[src/rtl/uart_cmd_assembler_pkg.sv]
// Shared constants and types for the UART byte-to-command assembler.
package uart_cmd_assembler_pkg;

  localparam int unsigned CMD_WIDTH         = 32;
  localparam int unsigned BYTE_W            = 8;
  localparam int unsigned TMO_COUNT_W       = 8;
  localparam logic [7:0]  TIMEOUT_COUNT_MAX = 8'hFF;

  typedef enum logic {
    BYTE_ORDER_LSB_FIRST = 1'b0,
    BYTE_ORDER_MSB_FIRST = 1'b1
  } byte_order_e;

  typedef enum logic {
    ST_IDLE     = 1'b0,
    ST_ASSEMBLE = 1'b1
  } asm_state_e;

  // Byte lane (0 = bits [7:0]) that receives the idx-th byte of a word.
  function automatic int unsigned byte_lane(input byte_order_e order,
                                            input int unsigned idx,
                                            input int unsigned bytes);
    return (order == BYTE_ORDER_MSB_FIRST) ? (bytes - 1 - idx) : idx;
  endfunction

endpackage

[src/rtl/uart_cmd_assembler_sync_fifo.sv]
// Synchronous first-word-fall-through FIFO with registered full/empty/level.
module sync_fifo #(
  parameter int unsigned WIDTH = 32,
  parameter int unsigned DEPTH = 4
) (
  input  logic                     clk,
  input  logic                     rst_ni,
  input  logic                     push_i,
  input  logic [WIDTH-1:0]         push_data_i,
  input  logic                     pop_i,
  output logic [WIDTH-1:0]         pop_data_o,
  output logic                     full_o,
  output logic                     empty_o,
  output logic [$clog2(DEPTH):0]   level_o
);

  localparam int unsigned AW = $clog2(DEPTH);

  logic [WIDTH-1:0] mem_q [DEPTH];
  logic [AW-1:0]    wr_ptr_q, rd_ptr_q;
  logic [AW:0]      level_q, level_d;
  logic             full_q, empty_q;
  logic             do_push, do_pop;

  // Push is refused when full, regardless of a pop in the same cycle.
  assign do_push = push_i && !full_q;
  assign do_pop  = pop_i && !empty_q;

  always_comb begin
    level_d = level_q;
    unique case ({do_push, do_pop})
      2'b10:   level_d = level_q + (AW+1)'(1);
      2'b01:   level_d = level_q - (AW+1)'(1);
      default: level_d = level_q;
    endcase
  end

  always_ff @(posedge clk or negedge rst_ni) begin
    if (!rst_ni) begin
      for (int i = 0; i < int'(DEPTH); i++) mem_q[i] <= '0;
      wr_ptr_q <= '0;
      rd_ptr_q <= '0;
      level_q  <= '0;
      full_q   <= 1'b0;
      empty_q  <= 1'b1;
    end else begin
      if (do_push) begin
        mem_q[wr_ptr_q] <= push_data_i;
        wr_ptr_q        <= wr_ptr_q + AW'(1);
      end
      if (do_pop) begin
        rd_ptr_q <= rd_ptr_q + AW'(1);
      end
      level_q <= level_d;
      full_q  <= (level_d == (AW+1)'(DEPTH));
      empty_q <= (level_d == '0);
    end
  end

  assign pop_data_o = mem_q[rd_ptr_q];
  assign full_o     = full_q;
  assign empty_o    = empty_q;
  assign level_o    = level_q;

endmodule

[src/rtl/uart_cmd_assembler.sv]
// Packs UART bytes into command words, buffers them in a small FIFO toward
// cmd_axis, and discards a stalled partial word after an inter-byte timeout.
module uart_cmd_assembler
  import uart_cmd_assembler_pkg::*;
#(
  parameter int unsigned BYTES_PER_WORD = CMD_WIDTH / BYTE_W,
  parameter bit          MSB_FIRST      = 1'b1,
  parameter int unsigned FIFO_DEPTH     = 4,
  parameter int unsigned TIMEOUT_CYCLES = 250000
) (
  input  logic                            clk,
  input  logic                            reset_i,
  input  logic                            byte_valid_i,
  output logic                            byte_ready_o,
  input  logic [7:0]                      byte_data_i,
  input  logic                            resync_i,
  output logic                            cmd_axis_tvalid_o,
  input  logic                            cmd_axis_tready_i,
  output logic [8*BYTES_PER_WORD-1:0]     cmd_axis_tdata_o,
  output logic [$clog2(FIFO_DEPTH):0]     fifo_level_o,
  output logic                            partial_o,
  output logic                            timeout_pulse_o,
  output logic [TMO_COUNT_W-1:0]          timeout_count_o
);

  localparam int unsigned DATA_W   = BYTE_W * BYTES_PER_WORD;
  localparam int unsigned CNT_W    = (BYTES_PER_WORD > 1) ? $clog2(BYTES_PER_WORD) : 1;
  localparam int unsigned TMO_W    = (TIMEOUT_CYCLES > 1) ? $clog2(TIMEOUT_CYCLES) : 1;
  localparam bit          TMO_EN   = (TIMEOUT_CYCLES != 0) && (BYTES_PER_WORD > 1);
  localparam logic [CNT_W-1:0] LAST_IDX = CNT_W'(BYTES_PER_WORD - 1);
  localparam logic [TMO_W-1:0] TMO_LAST = TMO_W'((TIMEOUT_CYCLES > 0) ? TIMEOUT_CYCLES - 1 : 0);
  localparam byte_order_e ORDER    = MSB_FIRST ? BYTE_ORDER_MSB_FIRST : BYTE_ORDER_LSB_FIRST;

  asm_state_e             state_q, state_d;
  logic [CNT_W-1:0]       count_q, count_d;
  logic [DATA_W-1:0]      word_q, word_d;
  logic [TMO_W-1:0]       idle_q, idle_d;
  logic                   tmo_pulse_q, tmo_pulse_d;
  logic [TMO_COUNT_W-1:0] tmo_count_q, tmo_count_d;

  logic                   fifo_full, fifo_empty;
  logic                   push;
  logic [DATA_W-1:0]      push_data;
  logic [DATA_W-1:0]      word_with_byte;
  logic                   last_slot;
  logic                   byte_accept;

  assign last_slot    = (count_q == LAST_IDX);
  assign byte_ready_o = reset_i && !resync_i && !(last_slot && fifo_full);
  assign byte_accept  = byte_valid_i && byte_ready_o;

  // Current partial word with the incoming byte dropped into its lane.
  always_comb begin
    word_with_byte = word_q;
    for (int unsigned k = 0; k < BYTES_PER_WORD; k++) begin
      if (count_q == CNT_W'(k)) begin
        word_with_byte[byte_lane(ORDER, k, BYTES_PER_WORD)*BYTE_W +: BYTE_W] = byte_data_i;
      end
    end
  end

  always_ff @(posedge clk or negedge reset_i) begin
    if (!reset_i) begin
      state_q     <= ST_IDLE;
      count_q     <= '0;
      word_q      <= '0;
      idle_q      <= '0;
      tmo_pulse_q <= 1'b0;
      tmo_count_q <= '0;
    end else begin
      state_q     <= state_d;
      count_q     <= count_d;
      word_q      <= word_d;
      idle_q      <= idle_d;
      tmo_pulse_q <= tmo_pulse_d;
      tmo_count_q <= tmo_count_d;
    end
  end

  always_comb begin
    state_d     = state_q;
    count_d     = count_q;
    word_d      = word_q;
    idle_d      = idle_q;
    tmo_pulse_d = 1'b0;
    tmo_count_d = tmo_count_q;
    push        = 1'b0;
    push_data   = word_q;

    unique case (state_q)
      ST_IDLE: begin
        idle_d = '0;
        if (byte_accept) begin
          if (last_slot) begin
            push      = 1'b1;
            push_data = word_with_byte;
            count_d   = '0;
          end else begin
            word_d  = word_with_byte;
            count_d = count_q + CNT_W'(1);
            state_d = ST_ASSEMBLE;
          end
        end
      end
      ST_ASSEMBLE: begin
        if (resync_i) begin
          count_d = '0;
          idle_d  = '0;
          state_d = ST_IDLE;
        end else if (byte_accept) begin
          idle_d = '0;
          if (last_slot) begin
            push      = 1'b1;
            push_data = word_with_byte;
            count_d   = '0;
            state_d   = ST_IDLE;
          end else begin
            word_d  = word_with_byte;
            count_d = count_q + CNT_W'(1);
          end
        end else if (byte_valid_i) begin
          // Held off by a full FIFO: not idle, so the counter holds.
          idle_d = idle_q;
        end else if (TMO_EN) begin
          if (idle_q == TMO_LAST) begin
            count_d     = '0;
            idle_d      = '0;
            state_d     = ST_IDLE;
            tmo_pulse_d = 1'b1;
            if (tmo_count_q != TIMEOUT_COUNT_MAX) tmo_count_d = tmo_count_q + TMO_COUNT_W'(1);
          end else begin
            idle_d = idle_q + TMO_W'(1);
          end
        end
      end
      default: begin
        state_d = ST_IDLE;
        count_d = '0;
        idle_d  = '0;
      end
    endcase
  end

  sync_fifo #(
    .WIDTH(DATA_W),
    .DEPTH(FIFO_DEPTH)
  ) u_fifo (
    .clk        (clk),
    .rst_ni     (reset_i),
    .push_i     (push),
    .push_data_i(push_data),
    .pop_i      (cmd_axis_tready_i),
    .pop_data_o (cmd_axis_tdata_o),
    .full_o     (fifo_full),
    .empty_o    (fifo_empty),
    .level_o    (fifo_level_o)
  );

  assign cmd_axis_tvalid_o = !fifo_empty;
  assign partial_o         = (state_q == ST_ASSEMBLE);
  assign timeout_pulse_o   = tmo_pulse_q;
  assign timeout_count_o   = tmo_count_q;

endmodule

[config.mk]
export PLATFORM = sky130hd
export DESIGN_NAME = uart_cmd_assembler
export DESIGN_NICKNAME = d
export VERILOG_FILES = /design/src/rtl/uart_cmd_assembler_pkg.sv /design/src/rtl/uart_cmd_assembler_sync_fifo.sv /design/src/rtl/uart_cmd_assembler.sv
export SDC_FILE = /design/constraint.sdc
export NUM_CORES = 1
export LEC_CHECK = 0
export CORE_MARGIN = 1
export CORE_UTILIZATION = 52
export CTS_BUF_LIST = sky130_fd_sc_hd__clkbuf_2 sky130_fd_sc_hd__clkbuf_4 sky130_fd_sc_hd__clkbuf_8
export DETAILED_ROUTE_END_ITERATION = 10
export GPL_TIMING_DRIVEN = 0
export PLACE_DENSITY = 0.72
export SETUP_SLACK_MARGIN = 0.5
export SKIP_CTS_REPAIR_TIMING = 1
export SLEW_MARGIN = 20
export SYNTH_ARGS = -nofsm -noshare
export SYNTH_HDL_FRONTEND = slang
export SYNTH_SLANG_ARGS = --single-unit
[constraint.sdc]
create_clock -name clk -period 3.1 [get_ports clk]
set_clock_uncertainty 0.2 [all_clocks]
set_input_delay 0.62 -clock clk [delete_from_list [all_inputs] [get_ports clk]]
set_output_delay 0.62 -clock clk [all_outputs]
set_load 0.005 [all_outputs]
## Word-level counts from Yosys, hierarchy flattened

Index checks and enable logic that the tools add are counted.

- Flip-flop bits (word level): 199
- Bits of input ports: 13
- Output and inout bits: 47
- Word-level logic and storage cells: 105

- Add/subtract/negate cells: 7
- Order comparisons: 3
- Equal/unequal tests: 12
- Multiplexer cells: 47
- Bitwise operators: 6
- Reductions and logical operators: 15

Operators with widths:

| operator | number |
|---|---|
| 2-to-1 mux 32 bit | 9 |
| bitwise mux 128 bit | 1 |
| case mux 32 bit (2 select lines) | 2 |
| 2-to-1 mux 18 bit | 4 |
| binary-select mux 32 bit (select 2 bit) | 1 |
| demux 32 bit (select 2 bit) | 1 |
| case mux 18 bit (2 select lines) | 1 |
| 2-to-1 mux 8 bit | 4 |
| adder 18 x 1 -> 18 bit, second input constant | 1 |
| equality test 18 bit, second input constant | 1 |
| 2-to-1 mux 1 bit | 14 |
| 2-to-1 mux 2 bit | 6 |
| adder 8 x 1 -> 8 bit, second input constant | 1 |
| inequality test 8 bit, second input constant | 1 |
| logical AND 1 bit | 7 |
| adder 2 x 1 -> 2 bit, second input constant | 3 |
| equality test 2 bit, second input constant | 3 |
| >= comparator 3 bit, second input constant | 2 |
| inverter 2 -> 3 bit | 2 |
| case mux 3 bit (2 select lines) | 1 |
| AND reduction 6 bit | 1 |
| equality test 2 x 1 -> 1 bit, second input constant | 2 |
| zero test 1 bit | 4 |
| inequality test 2 bit, second input constant | 2 |
| other kinds (12) | 16 |

## Depth between registers and ports, before layout

- Word-level depth: 12
- Gate-level depth with buffers: 12
- Gate-level depth less buffers: 10

## Cells and area by module

From an unflattened synthesis, not the netlist that was laid out.

- Cell total of the unflattened synthesis: 661
- Area total of the unflattened synthesis: 10,048.4 um^2

By module, submodules not included:

| module | instances | cells each | area each (um^2) | seq. area each (um^2) |
|---|---|---|---|---|
| sync_fifo | 1 | 355 | 6,686.4 | 3,429.5 |
| uart_cmd_assembler | 1 | 306 | 3,362.0 | 1,551.5 |

## Worst setup path before layout

OpenSTA, ideal clock, no wires.

- Path kind: input to register
- Start point: input port byte_valid_i
- End point: register u_fifo.full_q (netlist: u_fifo.full_o)
- Setup time: 0.073 ns
- Data arrival time: 2.636 ns
- Data required time: 2.827 ns
- Path slack: 0.191 ns
- Stages: 11
- Buffers on the path: 3
- Cells stage by stage: buf_4 and3b_1 buf_2 and2_4 buf_2 inv_1 ha_1 fa_1 mux2_2 or2_2 nor2b_1

- Longest elaborated chain between the ends: 8
- Elaborated cells on any way between the ends: 9
- Those cells by class: 3 x eq/ne; 4 x mux; 2 x reduce/logical

RTL lines:

| what | RTL line | text |
|---|---|---|
| from (decl) | uart_cmd_assembler.sv:13 | `input logic byte_valid_i,` |
| logical AND 1 bit * | uart_cmd_assembler.sv:50 | `assign byte_accept = byte_valid_i && byte_ready_o;` |
| 2-to-1 mux 1 bit * | uart_cmd_assembler.sv:93, uart_cmd_assembler.sv:110 |  |
| 2-to-1 mux 1 bit | uart_cmd_assembler.sv:106 | `if (resync_i) begin` |
| case mux 1 bit (2 select lines) * | uart_cmd_assembler.sv:90 | `unique case (state_q)` |
| logical AND 1 bit * | uart_cmd_assembler_sync_fifo.sv:26 | `assign do_push = push_i && !full_q;` |
| equality test 2 x 1 -> 1 bit / equality test 2 bit (equally long branches) | uart_cmd_assembler_sync_fifo.sv:31 | `unique case ({do_push, do_pop})` |
| case mux 3 bit (2 select lines) * | uart_cmd_assembler_sync_fifo.sv:31 |  |
| net u_fifo.level_d[1] | uart_cmd_assembler_sync_fifo.sv:21 | `logic [AW:0] level_q, level_d;` |
| equality test 3 bit * | uart_cmd_assembler_sync_fifo.sv:55 | `full_q <= (level_d == (AW+1)'(DEPTH));` |
| to (signal assigned) | uart_cmd_assembler_sync_fifo.sv:55 |  |
| to (decl) | uart_cmd_assembler_sync_fifo.sv:22 | `logic full_q, empty_q;` |

Mark *: on every way through the listed nets, which the timed path passes. The rest lies on a longest branch.
A chain may end at the register's enable or synchronous reset.

## Worst setup path in the final report

- Start point: register u_fifo.rd_ptr_q[0]
- End point: output port cmd_axis_tdata_o[9]

- Longest elaborated chain between the ends: 4

RTL lines:

| what | RTL line | text |
|---|---|---|
| from (decl) | uart_cmd_assembler_sync_fifo.sv:20 | `logic [AW-1:0] wr_ptr_q, rd_ptr_q;` |
| from (signal assigned) | uart_cmd_assembler_sync_fifo.sv:52 | `rd_ptr_q <= rd_ptr_q + AW'(1);` |
| inverter 2 -> 3 bit (implied by the code) | uart_cmd_assembler_sync_fifo.sv:60 | `assign pop_data_o = mem_q[rd_ptr_q];` |
| binary-select mux 32 bit (select 2 bit) | uart_cmd_assembler_sync_fifo.sv:60 |  |
| 2-to-1 mux 32 bit (implied by the code) (2 in series) | uart_cmd_assembler_sync_fifo.sv:60 |  |
| to (decl) | uart_cmd_assembler.sv:19 | `output logic [8*BYTES_PER_WORD-1:0] cmd_axis_tdata_o,` |

Every way passes these cells. The select of a mux whose other input is x is not followed.

==> flow_summary.json <==
{
  "leakage_nw": 4.88,
  "postSynthAreaPerCell_um2": 12.0,
  "rr_startpoint": "count_q[0]",
  "finalHoldViolCount": 13,
  "netlist_instances": 746,
  "maxCapViolations": 0,
  "post-route-util_pct": 63.3,
  "io_pins": 60,
  "drive_gt1_share_pct": 29.3,
  "dieArea_mm2": 0.0177,
  "min_period_ps": 2780,
  "fin_tns_setup_ps": 0,
  "yosysUniqueCellTypes": 55,
  "fin_ws_ps": 320,
  "synth_edf_count": 0,
  "hp-class": "in -> async",
  "ys_async_sr_fraction_pct": 100,
  "ys.flop_type": "dfrtp_1",
  "pwr-share-seq_pct": 41.9,
  "place.gp.congestion": 0.825,
  "clk_pin_slew_ps": 110,
  "slowest_stage": "mux4_2",
  "cp_data_arrival_time_ps": 1960,
  "vias": 6443,
  "whs_ps": -22.9,
  "worstMarginPinSlew_ps": 667,
  "netlist_area_mm2": 0.00894,
  "setup_viol": 0,
  "timing.fmax_mhz": 360,
  "synthTopCellsByArea": "dfrtp_1 53%, mux4_2 8.1%, a21oi_1 5.8%",
  "worstPathCellList": "buf_12, buf_12, buf_12, mux4_2, dlymetal6s2s_1",
  "violations": "hold timing",
  "placed_area_mm2": 0.00979,
  "path_delay_family": "buffers and inverters",
  "syn-num-nets": 771,
  "yosys.cell_count.top_type": "dfrtp_1",
  "cts_max_path_buffers": 2,
  "vias_per_cell": 5.94,
  "ys_seq_area_share_pct": 53.4,
  "peakVddDrop_uv": 453,
  "maxSlewViolCount": 0,
  "swShare_pct": 33.4,
  "die_h_um": 133,
  "power_density_mw_per_mm2": 835,
  "die_w_um": 133,
  "synth_top_area_cell": "dfrtp_1",
  "dp_slack_ps": -406,
  "grt_remaining_overflow": 0,
  "endpoint_kind": "output port",
  "clock_latency_ps": 480,
  "post_drt_wl_per_cell_um": 20.4,
  "cts_tree": "done",
  "hpwl_um": 14500,
  "clkPwrFrac_pct": 18.3,
  "grt_max_degree": 102,
  "h-tree-depth": 4,
  "dp.cells": 1017,
  "p_int_mw": 5.88,
  "rows": 47,
  "critPathMaxStageDelay_ps": 460,
  "final.period_utilization_pct": 89.7,
  "cp_max_fo": 5,
  "drc": 0,
  "grtUsageTotal_pct": 25.1,
  "rsz0062_at_grt": "true",
  "grt_pass1_vias": 6533,
  "cpMostUsedCell": "buf_12",
  "yosys_warnings": 0,
  "area_delta_synth_final_pct": 18.2,
  "portBuffers": 50,
  "ant_nets": 0,
  "synth_top_area_share_pct": 53.2,
  "nets": 878,
  "start_util_pct": 53.6,
  "stdcell_count": 1084,
  "antenna_cells": 0,
  "required_ps": 2280,
  "final_area_mm2": 0.0106,
  "path_class": "reg -> out",
  "initialDrtViolationCount": 508,
  "power_mw": 8.83,
  "cp-startpoint": "u_fifo.rd_ptr_q[0]",
  "outcome": "finished, violations left",
  "clock-sinks": 191,
  "routed_wl_um": 22100,
  "ys_ff_latch": 191,
  "cts_made_buffers": 17,
  "grt_pass1_wl_um": 34200,
  "max-slew-margin-rel_pct": 55.6,
  "first_pass_iters": 5,
  "critical_path.startpoint_type": "flop",
  "cts-root-buf": "clkbuf_8",
  "antenna_found_initial": 0,
  "core_area_mm2": 0.0167,
  "comb_power_share_pct": 39.8,
  "crit_buf_inv": 4,
  "power.switching_mw": 2.95,
  "synth_commonest_cells": "190 x dfrtp_1, 103 x a21oi_1, 100 x nor2_1"
}
## registers in the layout (all words and copies together) (netlist names), 2 cells and up
register / flops
u_fifo.rd_ptr_q: 2
u_fifo.mem_q: 128
u_fifo.wr_ptr_q: 2
idle_q: 18
timeout_count_o: 8
u_fifo.level_o: 3
word_q: 24
count_q: 2
## path summary, 6_finish.rpt
check / endpoint / slack (ps) / depth (start not counted)
setup / recovery: cmd_axis_tdata_o[9] / 320 / 5
max in group asynchronous: word_q[24] / 1800 / 2
hold / removal: u_fifo.mem_q[17] / -20 / 2
hold reg to reg: word_q[11] / 290 / 1
setup reg to reg: u_fifo.empty_o / 560 / 10
min in group clk: timeout_pulse_o / 160 / 2
## cell families (layout without fill, tap and decap cells)
family / Yosys count / in the layout / share of synthesized area (%)
compound gates: 166 / 166 / 12.3
xor+xnor: 17 / 17 / 1.66
simple gates: 202 / 202 / 11.4
buf+inv: 65 / 183 / 3.73
fa+ha+maj: 12 / 12 / 1.76
flops: 191 / 191 / 53.4
mux: 93 / 93 / 15.7
## per-layer routing
layer / vias up / part of all wire (%) / global-route usage (%) / wire length, um
li1: 2889 / - / - / -
met1: 3321 / 42 / 33.1 / 9180
met2: 206 / 51 / 42.6 / 11300
met3: 27 / 6.0 / 4.64 / 1320
met4: 0 / 1.4 / 7.70 / 320
met5: - / 0 / 0 / 0
## power by group through the flow
stage | combinational (mW) | clock [mW] | sequential, mW
after floorplan | 2.11 | 0 | 3.58
after global placement | 3.02 | 0 | 3.65
after detailed placement | 3.15 | 0 | 3.73
after CTS | 3.16 | 1.64 | 3.68
after global routing | 3.78 | 1.74 | 3.79
final | 3.51 | 1.62 | 3.70
## area by class of cell
type	count	area (um^2)
Fill cell	1278	6130
Buffer	55	394
Inverter	10	37.5
Clock buffer	20	263
Timing Repair Buffer	88	826
Tap cell	220	275
Multi-Input combinational cell	490	3880
Sequential cell	191	4780
Clock inverter	10	115
## cells in the final DEF, fill, tap and decap left out, types with 5 or more instances in the layout
cell / n
buf_6: 5
mux2_1: 17
and3_1: 6
mux4_2: 32
buf_12: 6
mux2_2: 42
xor2_1: 13
nor3_1: 7
clkbuf_1: 11
a31oi_1: 16
ha_1: 9
inv_1: 9
o21ai_0: 9
o31ai_1: 6
buf_2: 23
nor2_1: 99
a22oi_1: 9
nand2_1: 13
clkbuf_2: 31
buf_4: 33
a21oi_1: 103
nor2b_1: 26
clkbuf_8: 18
nand3_1: 9
clkdlybuf4s50_1: 15
a31oi_4: 10
dfrtp_1: 187
clkbuf_16: 6
or4_1: 5
Power figures use the tool's default switching activity.
